==> src/rtl/elgamal_pkg.sv <==
// Shared types and constants for the ElGamal decryption datapath.
// Optional feature macro: DECRYPT_CONST_TIME_EN (consumed by decrypting_entity).
package elgamal_pkg;

    localparam int unsigned DEFAULT_SIZE  = 64;
    localparam int unsigned MODMUL_CYCLES = DEFAULT_SIZE + 1;

    // Top-level sequencer states; EXP is split into its multiply and square sub-phases.
    typedef enum logic [2:0] {
        ST_IDLE,
        ST_EXP_MUL,
        ST_EXP_SQR,
        ST_FINAL,
        ST_OUT
    } dec_state_e;

    // Cycles from issuing a modular multiply to its result being registered by the sequencer.
    function automatic int unsigned modmul_cycles(input int unsigned size);
        return size + 1;
    endfunction

endpackage

==> src/rtl/decrypting_entity_if.sv <==
// Stream handshake bundle for decrypting_entity: key/modulus, (a, b) in, m out.
interface decrypting_entity_if
    import elgamal_pkg::*;
#(
    parameter int unsigned SIZE = DEFAULT_SIZE
);

    logic [SIZE-1:0] input_p_tdata;
    logic            input_p_tvalid;
    logic [SIZE-1:0] input_x_key_tdata;
    logic            input_x_key_tvalid;
    logic [SIZE-1:0] input_a_tdata;
    logic            input_a_tvalid;
    logic            input_a_tready;
    logic [SIZE-1:0] input_b_tdata;
    logic            input_b_tvalid;
    logic            input_b_tready;
    logic [SIZE-1:0] output_m_tdata;
    logic            output_m_tvalid;
    logic            output_m_tready;

    // Decryptor side.
    modport slave (
        input  input_p_tdata, input_p_tvalid,
        input  input_x_key_tdata, input_x_key_tvalid,
        input  input_a_tdata, input_a_tvalid,
        output input_a_tready,
        input  input_b_tdata, input_b_tvalid,
        output input_b_tready,
        output output_m_tdata, output_m_tvalid,
        input  output_m_tready
    );

    // Upstream producer / downstream consumer side.
    modport master (
        output input_p_tdata, input_p_tvalid,
        output input_x_key_tdata, input_x_key_tvalid,
        output input_a_tdata, input_a_tvalid,
        input  input_a_tready,
        output input_b_tdata, input_b_tvalid,
        input  input_b_tready,
        input  output_m_tdata, output_m_tvalid,
        output output_m_tready
    );

endinterface

==> src/rtl/decrypting_entity_mod_mult.sv <==
// Bit-serial interleaved modular multiplier: result = x*y mod p, MSB-first, one bit per cycle.
// Operands are captured on the start pulse; done pulses for one cycle with result valid.
module mod_mult
    import elgamal_pkg::*;
#(
    parameter int unsigned SIZE = DEFAULT_SIZE
) (
    input  logic            clk,
    input  logic            rst,
    input  logic            start,
    input  logic [SIZE-1:0] x,
    input  logic [SIZE-1:0] y,
    input  logic [SIZE-1:0] p,
    output logic [SIZE-1:0] result,
    output logic            done
);

    localparam int unsigned RW    = SIZE + 2;
    localparam int unsigned ITERS = modmul_cycles(SIZE) - 1;
    localparam int unsigned CNT_W = $clog2(SIZE + 1);

    logic [SIZE-1:0]  r_q;
    logic [SIZE-1:0]  xs_q;
    logic [SIZE-1:0]  y_q;
    logic [SIZE-1:0]  p_q;
    logic [CNT_W-1:0] cnt_q;
    logic             busy_q;
    logic             done_q;

    // One interleaved step: 2r + bit*y, then up to two subtractions of p (2r+y < 3p).
    function automatic logic [SIZE-1:0] mm_step(input logic [SIZE-1:0] r_v,
                                                 input logic            bit_v,
                                                 input logic [SIZE-1:0] y_v,
                                                 input logic [SIZE-1:0] p_v);
        logic [RW-1:0] t;
        logic [RW-1:0] pw;
        pw = RW'(p_v);
        t  = (RW'(r_v) << 1) + (bit_v ? RW'(y_v) : RW'(0));
        if (t >= pw) t = t - pw;
        if (t >= pw) t = t - pw;
        return SIZE'(t);
    endfunction

    // Iteration engine: first bit on the start cycle, remaining bits while busy.
    always_ff @(posedge clk or posedge rst) begin
        if (rst) begin
            r_q    <= '0;
            xs_q   <= '0;
            y_q    <= '0;
            p_q    <= '0;
            cnt_q  <= '0;
            busy_q <= 1'b0;
            done_q <= 1'b0;
        end else begin
            done_q <= 1'b0;
            if (start) begin
                r_q    <= mm_step('0, x[SIZE-1], y, p);
                xs_q   <= x << 1;
                y_q    <= y;
                p_q    <= p;
                cnt_q  <= CNT_W'(ITERS - 1);
                busy_q <= (ITERS > 1);
                done_q <= (ITERS == 1);
            end else if (busy_q) begin
                r_q   <= mm_step(r_q, xs_q[SIZE-1], y_q, p_q);
                xs_q  <= xs_q << 1;
                cnt_q <= cnt_q - CNT_W'(1);
                if (cnt_q == CNT_W'(1)) begin
                    busy_q <= 1'b0;
                    done_q <= 1'b1;
                end
            end
        end
    end

    assign result = r_q;
    assign done   = done_q;

endmodule

==> src/rtl/decrypting_entity.sv <==
// ElGamal decryption: m = b * a^(p-1-x) mod p over one time-shared mod_mult.
// Optional feature macro: DECRYPT_CONST_TIME_EN -- run the multiply step for every
// exponent bit (result dropped on zero bits) so latency depends only on SIZE.
module decrypting_entity
    import elgamal_pkg::*;
#(
    parameter int unsigned SIZE = DEFAULT_SIZE
) (
    input  logic              clk,
    input  logic              rst,
    decrypting_entity_if.slave bus
);

    localparam int unsigned CNT_W = $clog2(SIZE + 1);

`ifdef DECRYPT_CONST_TIME_EN
    localparam bit CONST_TIME = 1'b1;
`else
    localparam bit CONST_TIME = 1'b0;
`endif

    dec_state_e       state_q;
    logic [SIZE-1:0]  p_q;
    logic [SIZE-1:0]  b_q;
    logic [SIZE-1:0]  acc_q;
    logic [SIZE-1:0]  base_q;
    logic [SIZE-1:0]  e_q;
    logic [CNT_W-1:0] bit_cnt_q;
    logic             busy_q;
    logic             start_q;
    logic [SIZE-1:0]  m_tdata_q;
    logic             m_tvalid_q;

    logic             accept_c;
    logic [SIZE-1:0]  e_c;
    logic [SIZE-1:0]  mm_x_c;
    logic [SIZE-1:0]  mm_y_c;
    logic [SIZE-1:0]  mm_result;
    logic             mm_done;

    // Sub-phase that handles exponent bit value bit_v.
    function automatic dec_state_e bit_state(input logic bit_v);
        return (CONST_TIME || bit_v) ? ST_EXP_MUL : ST_EXP_SQR;
    endfunction

    // Input acceptance, exponent derivation and multiplier operand routing.
    always_comb begin
        accept_c = 1'b0;
        if (state_q == ST_IDLE && !rst) begin
            accept_c = bus.input_p_tvalid && bus.input_x_key_tvalid &&
                       bus.input_a_tvalid && bus.input_b_tvalid;
        end
        e_c    = bus.input_p_tdata - SIZE'(1) - bus.input_x_key_tdata;
        mm_x_c = (state_q == ST_EXP_SQR) ? base_q : acc_q;
        mm_y_c = (state_q == ST_FINAL) ? b_q : base_q;
    end

    mod_mult #(
        .SIZE (SIZE)
    ) u_mod_mult (
        .clk    (clk),
        .rst    (rst),
        .start  (start_q),
        .x      (mm_x_c),
        .y      (mm_y_c),
        .p      (p_q),
        .result (mm_result),
        .done   (mm_done)
    );

    // Sequencer: latch operands, walk e LSB-first, fold in b, then hold m until taken.
    always_ff @(posedge clk or posedge rst) begin
        if (rst) begin
            state_q    <= ST_IDLE;
            p_q        <= '0;
            b_q        <= '0;
            acc_q      <= '0;
            base_q     <= '0;
            e_q        <= '0;
            bit_cnt_q  <= '0;
            busy_q     <= 1'b0;
            start_q    <= 1'b0;
            m_tdata_q  <= '0;
            m_tvalid_q <= 1'b0;
        end else begin
            start_q <= 1'b0;
            case (state_q)
                ST_IDLE: begin
                    if (accept_c) begin
                        p_q       <= bus.input_p_tdata;
                        b_q       <= bus.input_b_tdata;
                        base_q    <= bus.input_a_tdata;
                        acc_q     <= SIZE'(1);
                        e_q       <= e_c;
                        bit_cnt_q <= '0;
                        busy_q    <= 1'b0;
                        state_q   <= bit_state(e_c[0]);
                    end
                end
                ST_EXP_MUL, ST_EXP_SQR, ST_FINAL: begin
                    if (!busy_q) begin
                        // First op after accept; later ops chain directly off done.
                        start_q <= 1'b1;
                        busy_q  <= 1'b1;
                    end else if (mm_done) begin
                        start_q <= 1'b1;
                        case (state_q)
                            ST_EXP_MUL: begin
                                if (e_q[0]) acc_q <= mm_result;
                                state_q <= ST_EXP_SQR;
                            end
                            ST_EXP_SQR: begin
                                base_q <= mm_result;
                                e_q    <= e_q >> 1;
                                if (bit_cnt_q == CNT_W'(SIZE - 1)) begin
                                    state_q <= ST_FINAL;
                                end else begin
                                    bit_cnt_q <= bit_cnt_q + CNT_W'(1);
                                    state_q   <= bit_state(e_q[1]);
                                end
                            end
                            default: begin
                                acc_q   <= mm_result;
                                start_q <= 1'b0;
                                busy_q  <= 1'b0;
                                state_q <= ST_OUT;
                            end
                        endcase
                    end
                end
                ST_OUT: begin
                    if (!m_tvalid_q) begin
                        m_tvalid_q <= 1'b1;
                        m_tdata_q  <= acc_q;
                    end else if (bus.output_m_tready) begin
                        m_tvalid_q <= 1'b0;
                        state_q    <= ST_IDLE;
                    end
                end
                default: state_q <= ST_IDLE;
            endcase
        end
    end

    assign bus.input_a_tready  = accept_c;
    assign bus.input_b_tready  = accept_c;
    assign bus.output_m_tdata  = m_tdata_q;
    assign bus.output_m_tvalid = m_tvalid_q;

endmodule
==> src/flat_wrapper.sv <==
// flat-port wrapper written by rule: the top's interface ports become plain ports
module decrypting_entity_flat import elgamal_pkg::*;
#(
    parameter int unsigned SIZE = DEFAULT_SIZE
)
  (clk, rst, bus_input_p_tdata, bus_input_p_tvalid, bus_input_x_key_tdata, bus_input_x_key_tvalid, bus_input_a_tdata, bus_input_a_tvalid, bus_input_a_tready, bus_input_b_tdata, bus_input_b_tvalid, bus_input_b_tready, bus_output_m_tdata, bus_output_m_tvalid, bus_output_m_tready);
  decrypting_entity_if #(.SIZE(SIZE)) bus_i ();
  input  logic clk;
  input  logic rst;
  input wire logic [$bits(bus_i.input_p_tdata)-1:0] bus_input_p_tdata;
  input wire logic [$bits(bus_i.input_p_tvalid)-1:0] bus_input_p_tvalid;
  input wire logic [$bits(bus_i.input_x_key_tdata)-1:0] bus_input_x_key_tdata;
  input wire logic [$bits(bus_i.input_x_key_tvalid)-1:0] bus_input_x_key_tvalid;
  input wire logic [$bits(bus_i.input_a_tdata)-1:0] bus_input_a_tdata;
  input wire logic [$bits(bus_i.input_a_tvalid)-1:0] bus_input_a_tvalid;
  output wire logic [$bits(bus_i.input_a_tready)-1:0] bus_input_a_tready;
  input wire logic [$bits(bus_i.input_b_tdata)-1:0] bus_input_b_tdata;
  input wire logic [$bits(bus_i.input_b_tvalid)-1:0] bus_input_b_tvalid;
  output wire logic [$bits(bus_i.input_b_tready)-1:0] bus_input_b_tready;
  output wire logic [$bits(bus_i.output_m_tdata)-1:0] bus_output_m_tdata;
  output wire logic [$bits(bus_i.output_m_tvalid)-1:0] bus_output_m_tvalid;
  input wire logic [$bits(bus_i.output_m_tready)-1:0] bus_output_m_tready;
  assign bus_i.input_p_tdata = bus_input_p_tdata;
  assign bus_i.input_p_tvalid = bus_input_p_tvalid;
  assign bus_i.input_x_key_tdata = bus_input_x_key_tdata;
  assign bus_i.input_x_key_tvalid = bus_input_x_key_tvalid;
  assign bus_i.input_a_tdata = bus_input_a_tdata;
  assign bus_i.input_a_tvalid = bus_input_a_tvalid;
  assign bus_input_a_tready = bus_i.input_a_tready;
  assign bus_i.input_b_tdata = bus_input_b_tdata;
  assign bus_i.input_b_tvalid = bus_input_b_tvalid;
  assign bus_input_b_tready = bus_i.input_b_tready;
  assign bus_output_m_tdata = bus_i.output_m_tdata;
  assign bus_output_m_tvalid = bus_i.output_m_tvalid;
  assign bus_i.output_m_tready = bus_output_m_tready;
  decrypting_entity #(.SIZE(SIZE)) u_core (.clk(clk), .rst(rst), .bus(bus_i));
endmodule
==> config.mk <==
export PLATFORM = sky130hd
export DESIGN_NAME = decrypting_entity_flat
export DESIGN_NICKNAME = d
export VERILOG_FILES = /design/src/rtl/elgamal_pkg.sv /design/src/rtl/decrypting_entity_if.sv /design/src/rtl/decrypting_entity_mod_mult.sv /design/src/rtl/decrypting_entity.sv /design/src/flat_wrapper.sv
export SDC_FILE = /design/constraint.sdc
export NUM_CORES = 2
export LEC_CHECK = 0
export ABC_AREA = 1
export BUFFER_PORTS_ARGS = -buffer_cell sky130_fd_sc_hd__buf_2
export CORE_AREA = 3 3 383 385
export DETAILED_ROUTE_END_ITERATION = 8
export DIE_AREA = 0 0 386 388
export SLEW_MARGIN = 20
export SYNTH_ARGS = -nofsm -noshare
export SYNTH_HDL_FRONTEND = slang
export SYNTH_SLANG_ARGS = --single-unit
==> constraint.sdc <==
create_clock -name clk -period 18 [get_ports clk]
set_clock_uncertainty 0.1 [all_clocks]
set_input_delay 0 -clock clk [delete_from_list [all_inputs] [get_ports clk]]
set_output_delay 0 -clock clk [all_outputs]
set_load 0.01 [all_outputs]
After elaboration in Yosys (flattened, before gate mapping). Index checks and enable logic that the tools add are counted.

Logic and storage cells: 130. Output and inout port bits: 67. Input bits: 263. Register bits after elaboration: 662.

Magnitude comparators: 4. Bitwise operators: 1. Mux-type cells: 66. Equal/unequal tests: 15. Reduce and logical (&&, ||, !) cells: 17. Add/sub/neg operators: 9.

Operators with widths (number): 64-bit two-way mux (22); 64-bit case mux with 2 select lines (4); 66-bit two-way mux (5); 66-bit by 64-bit greater-or-equal comparator with 1-bit output (3); 64-bit subtractor (3); 65-bit by 64-bit adder with 66-bit output (1); 66-bit by 64-bit subtractor with 66-bit output (1); 64-bit by 64-bit subtractor with 65-bit output (1); 64-bit greater-or-equal comparator (1); 64-bit by 1-bit subtractor with 64-bit output (second input constant) (1); 7-bit two-way mux (7); 3-bit two-way mux (6); 1-bit two-way mux (16); 7-bit case mux with 2 select lines (1); 6-bit AND reduction (2); 2-bit != test (second input constant) (5); 5-bit AND reduction (2); 3-bit case mux with 3 select lines (1); 7-bit by 1-bit adder with 7-bit output (second input constant) (1); 7-bit by 1-bit equality test with 1-bit output (second input constant) (1); 7-bit by 6-bit equality test with 1-bit output (second input constant) (1); 7-bit by 1-bit subtractor with 7-bit output (second input constant) (1); 3-bit by 2-bit equality test with 1-bit output (second input constant) (2); 2-bit by 1-bit != test with 1-bit output (second input constant) (3); other kinds (14) (21).

Depth between registers and ports, before layout.
Word-level depth: 10. Depth in mapped cells: 57. Depth with buffers taken out: 52.

Hierarchy. A second synthesis with hierarchy kept.

Cell total of the unflattened synthesis: 9566. Area total of the unflattened synthesis: 59819.9 µm².

By module, submodules not included: mod_mult (cells an instance 6155, area an instance 36341.1 µm², instances 1, seq. area each 6606.3 µm²); decrypting_entity (cells an instance 3411, area an instance 23478.8 µm², instances 1, seq. area each 9934.5 µm²).

Worst setup path after synthesis. No wires, ideal clock.

Path kind: in2reg. Start point: in rst. End point: reg u_core.base_q[1]. Slack: 2.455 ns. Required time: 17.768 ns. Path buffers: 3. Stages on the path: 13. Arrival: 15.313 ns. Setup time: 0.132 ns. Path through: inv_1 > nand2_1 > nor2_1 > nand2_1 > nand2_1 > nand2_1 > nor2_1 > inv_1 > clkbuf_1 > clkbuf_1 > buf_1 > a22oi_1 > o21ai_0.

Cells in the longest elaborated chain, start to end: 5.

RTL lines: from (decl) (RTL line flat_wrapper.sv:9) `input logic rst;`; 1-bit logical NOT (RTL line decrypting_entity.sv:49) `if (state_q == ST_IDLE && !rst) begin`; 1-bit logical AND (RTL line decrypting_entity.sv:49); 1-bit two-way mux (RTL line decrypting_entity.sv:49); 2-bit != test (no line); 5-bit AND reduction (no line); to (signal assigned) (RTL line decrypting_entity.sv:92) `base_q <= bus.input_a_tdata;`; to (signal assigned) (RTL line decrypting_entity.sv:113) `base_q <= mm_result;`; to (decl) (RTL line decrypting_entity.sv:26) `logic [SIZE-1:0] base_q;`.

No other way between the ends. A chain may end at the register's enable or synchronous reset.

Worst setup path in the final report.
Start point: reg u_core.u_mod_mult.xs_q[63]. End point: reg u_core.u_mod_mult.r_q[16], in the netlist u_core.u_mod_mult.result[16].

Cells in the longest elaborated chain, start to end: 10. Elaborated cells on any way between the ends: 12. Classes of those cells: 3 x add/sub; 2 x order compare; 7 x mux.

RTL lines: from (decl) (RTL line decrypting_entity_mod_mult.sv:23) `logic [SIZE-1:0] xs_q;`; from (signal assigned) (RTL line decrypting_entity_mod_mult.sv:58) `xs_q <= x << 1;`; from (signal assigned) (RTL line decrypting_entity_mod_mult.sv:66) `xs_q <= xs_q << 1;`; 64-bit two-way mux (*) (RTL line decrypting_entity_mod_mult.sv:38) `t = (RW'(r_v) << 1) + (bit_v ? RW'(y_v) : RW'(0));`; 65-bit by 64-bit adder with 66-bit output (*) (RTL line decrypting_entity_mod_mult.sv:38); 66-bit by 64-bit subtractor with 66-bit output or 66-bit by 64-bit greater-or-equal comparator with 1-bit output (tied branches) (RTL line decrypting_entity_mod_mult.sv:39) `if (t >= pw) t = t - pw;`; 66-bit two-way mux (*) (RTL line decrypting_entity_mod_mult.sv:39); 66-bit two-way mux (*) (RTL line decrypting_entity_mod_mult.sv:64) `end else if (busy_q) begin`; 66-bit two-way mux (*) (RTL line decrypting_entity_mod_mult.sv:56) `if (start) begin`; 64-bit subtractor or 66-bit by 64-bit greater-or-equal comparator with 1-bit output (tied branches) (RTL line decrypting_entity_mod_mult.sv:40) `if (t >= pw) t = t - pw;`; 64-bit two-way mux (*) (RTL line decrypting_entity_mod_mult.sv:40); 64-bit two-way mux (*) (RTL line decrypting_entity_mod_mult.sv:64); 64-bit two-way mux (*) (RTL line decrypting_entity_mod_mult.sv:56); to (signal assigned) (RTL line decrypting_entity_mod_mult.sv:57) `r_q <= mm_step('0, x[SIZE-1], y, p);`; to (signal assigned) (RTL line decrypting_entity_mod_mult.sv:65) `r_q <= mm_step(r_q, xs_q[SIZE-1], y_q, p_q);`; to (decl) (RTL line decrypting_entity_mod_mult.sv:22) `logic [SIZE-1:0] r_q;`.

Every way passes the cells marked *; elsewhere a longest branch is shown, timed or not. The select of a mux whose other input is x is not followed.

==> reports/summary.txt <==
Outcome = finished clean
Core ar. = 143000 um^2
Worst path depth = 41
Peak VDD IR = 0.0000690 V
Gr ovfl total = 0
CTS Buf Count = 80
WS Path Type = reg2reg
Crit-path slowest cell = nor4_1
Final period util = 0.636
TritonCTS clock tree = done
Final setup fails = 0
Routed wl met2 = 126 mm
CP Data Arrival Time = 11910 ps
Htree depth = 3
Tot GR Track Use = 0.370
DRC viols = 0
Post-synthesis cell area = 57200 um^2
Critical path peak fanout = 78
Crit. End Element = flop
Die footprint = 150000 um^2
Via density = 5.64
CP startpoint kind = flop
Fmax = 87.3 MHz
Met3 WL = 22.2 mm
Setup TNS = 0 ps
Relative slew slack = 0.233
Wirelength per Cell = 25.4 um
Seq cells post-synth = 661
Pre-antenna DRT Iters = 6
Post-synth EDFFs = 0
Post-Synth Simple-Gate Area = 0.242
Initial Utilization = 0.399
GPL Wtd Cong = 1.08
Final WL = 286 mm
ANT nets after route = 0
CTS hold repair buffers = 355
Clock Tree Root = clkbuf_16
Std cell rows = 139
Die Span Y = 388 um
Fin. Hold Viols = 0
First-pass GRT wire length = 408 mm
Mux contribution to synthesized area = 0.0112
Post-CTS Setup Bufs = 0
Io pins = 330
Clock latency on the worst-skew pair = 690 ps
Worst R2R Path Depth = 41
Post-Syn Instances = 8721
Sequential fraction of the synthesis area = 0.289
Worst-margin pin slew = 1140 ps
Vias = 63300
Netlist cell types = 59
Most used DFF post-synth = dfrtp_1
Layout cells sized above 1 = 0.0634
CTS resizes = 0
Wire length on met1 = 119 mm
P_leak = 34.5 nW
Final Max Slew Viols = 0
Slowest cell delay on critical path = 700 ps
Power Density = 52.1 nW/um^2
Post-Synth XOR/XNOR Area = 0.0486
Top Layer Used = met5
Die Wd = 386 um
Worst hold stages = 4
Vias in the first global route = 59700
Yosys warnings = 0
DP Worst Slack = 7070 ps
Worst path required time = 18460 ps
R2r setup slk = 6550 ps
Placed insts = 10700
Path category of the worst min-delay check = in2reg
Initial DRC count = 7283
I/O Buffers = 329
Mean post-synth cell area = 6.56 um^2
Setup repair after global routing missed its margin = false
Post-synthesis compound-gate area fraction = 0.222
Largest family of logic cells by synthesized area = simple AND/OR/NAND/NOR gates
Adder-cell area share of the yosys netlist = 0.0863
CTS Buffer Depth = 3
Nets = 9916
Filler cells = 15100
Top cell by count, worst path = nand2_1
Pin count of the biggest net entering global routing = 181
Post-layout min period = 11450 ps
Initial antenna violation count = 17
Post-route worst setup slack = 6550 ps
Syn-to-layout area delta = 16.9%
Async set-reset flop share out of synthesis = 1.00
DP HPWL = 233 mm
Max cap viols = 0
CP bufs+invs = 8
Fin cells = 11200
Clk sinks = 661
Syn nets = 9375
Worst-path clk slew = 60 ps
CP top delay family = simple AND/OR/NAND/NOR gates
## worst register-to-register path, delay by kind of cell, from the launching register on
family | cells | cell delay (ps)
AND/OR/NAND/NOR | 17 | 4010
AO/OA/AOI/OAI | 13 | 3070
buffers and inverters | 8 | 2660
adder cells (fa/ha/maj) | 3 | 1020
flip-flops | 1 | 470
## placed cells by master, fill, tap and decap left out, drive strengths merged, types with 104 or more instances in the layout
cell type and instances:
a21oi 715, a31oi 110, xnor2 144, inv 1230, xor2 173, buf 380, dlygate4sd3 355, dfrtp 661
nor2 855, nand2 2193, ha 385, o21ai 1122, nand3 234, clkbuf 104
## layout make-up
cell class | count | area, um^2 | area share
Sequential cell | 661 | 16500 | 0.248
Clock buffer | 104 | 2180 | 0.0326
Antenna cell | 7 | 17.5 | 0.000262
Inverter | 1227 | 4630 | 0.0693
Timing Repair Buffer | 735 | 5600 | 0.0837
Multi-Input combinational cell | 6557 | 34900 | 0.523
Tap cell | 1903 | 2380 | 0.0356
Clock inverter | 39 | 558 | 0.00835
## layer usage
metal | track usage | vias to the layer above
met5 | 0 | -
met4 | 0.203 | 12
met3 | 0.0628 | 594
met2 | 0.572 | 2961
met1 | 0.490 | 30100
li1 | - | 29600
## state kept, by name, indices dropped and copies added (netlist names), 63 cells and up
register / cells
u_core.acc_q: 64
u_core.b_q: 64
u_core.base_q: 64
u_core.bus.output_m_tdata: 64
u_core.e_q: 64
u_core.p_q: 64
u_core.u_mod_mult.p_q: 64
u_core.u_mod_mult.result: 64
u_core.u_mod_mult.xs_q: 63
u_core.u_mod_mult.y_q: 64
## stage by stage
step                      hold WS, ps  utilization  total power, mW  instance area, um^2
after CTS                       0.265        0.466             3.50                66800
after floorplan                  9.62            -             1.65                57200
after global placement          -13.4        0.422             1.74                60500
after detailed placement        -11.6        0.422             1.74                60500
after global routing             27.2        0.466             3.59                66800
final                            26.4        0.466             3.48                66900
## synthesized netlist by cell type, drive strengths merged, types with 40 or more instances
cell       n  share of area
clkbuf   197          0.013
nor3      58         0.0052
nor2     855          0.056
a21oi    715          0.063
mux2i     63          0.011
o21bai    65         0.0085
xnor2    144          0.022
buf       79         0.0071
o21ai   1122          0.098
nand2   2193           0.14
a31oi    110          0.012
o211ai    53         0.0072
a21o      56         0.0074
inv     1225          0.080
ha       385          0.084
xor2     173          0.026
nor4      40         0.0044
a22oi     67         0.0088
nand3    234          0.021
dfrtp    661           0.29
## worst paths after layout
check,from,endpoint
max,u_core.u_mod_mult.xs_q[63]$_DFFE_PP0P_,u_core.u_mod_mult.result[16]$_DFFE_PP0P_
min,bus_input_a_tdata[15],u_core.base_q[15]$_DFFE_PP0P_
max reg2reg,u_core.u_mod_mult.xs_q[63]$_DFFE_PP0P_,u_core.u_mod_mult.result[16]$_DFFE_PP0P_
min reg2reg,u_core.u_mod_mult.cnt_q[6]$_DFFE_PP0P_,u_core.u_mod_mult.cnt_q[6]$_DFFE_PP0P_
max in group asynchronous,rst,u_core.e_q[4]$_DFFE_PP0P_
min in group asynchronous,rst,u_core.bus.output_m_tdata[54]$_DFFE_PP0P_
## where the power goes
| part | internal, mW | total, mW | leakage, nW | switching, mW |
|---|---|---|---|---|
| logic | 0.125 | 0.297 | 24.4 | 0.172 |
| registers | 1.49 | 1.49 | 8.79 | 0 |
| clock network | 0.985 | 1.70 | 1.33 | 0.717 |
## logic make-up (layout without fill, tap and decap cells)
family,Yosys count,after routing
other,0,7
adder cells (fa/ha/maj),391,391
AND/OR/NAND/NOR,3479,3479
AO/OA/AOI/OAI,2306,2306
buffers and inverters,1503,2105
multiplexers,64,64
flip-flops,661,661
XOR/XNOR,317,317
Power figures use the tool's default switching activity.
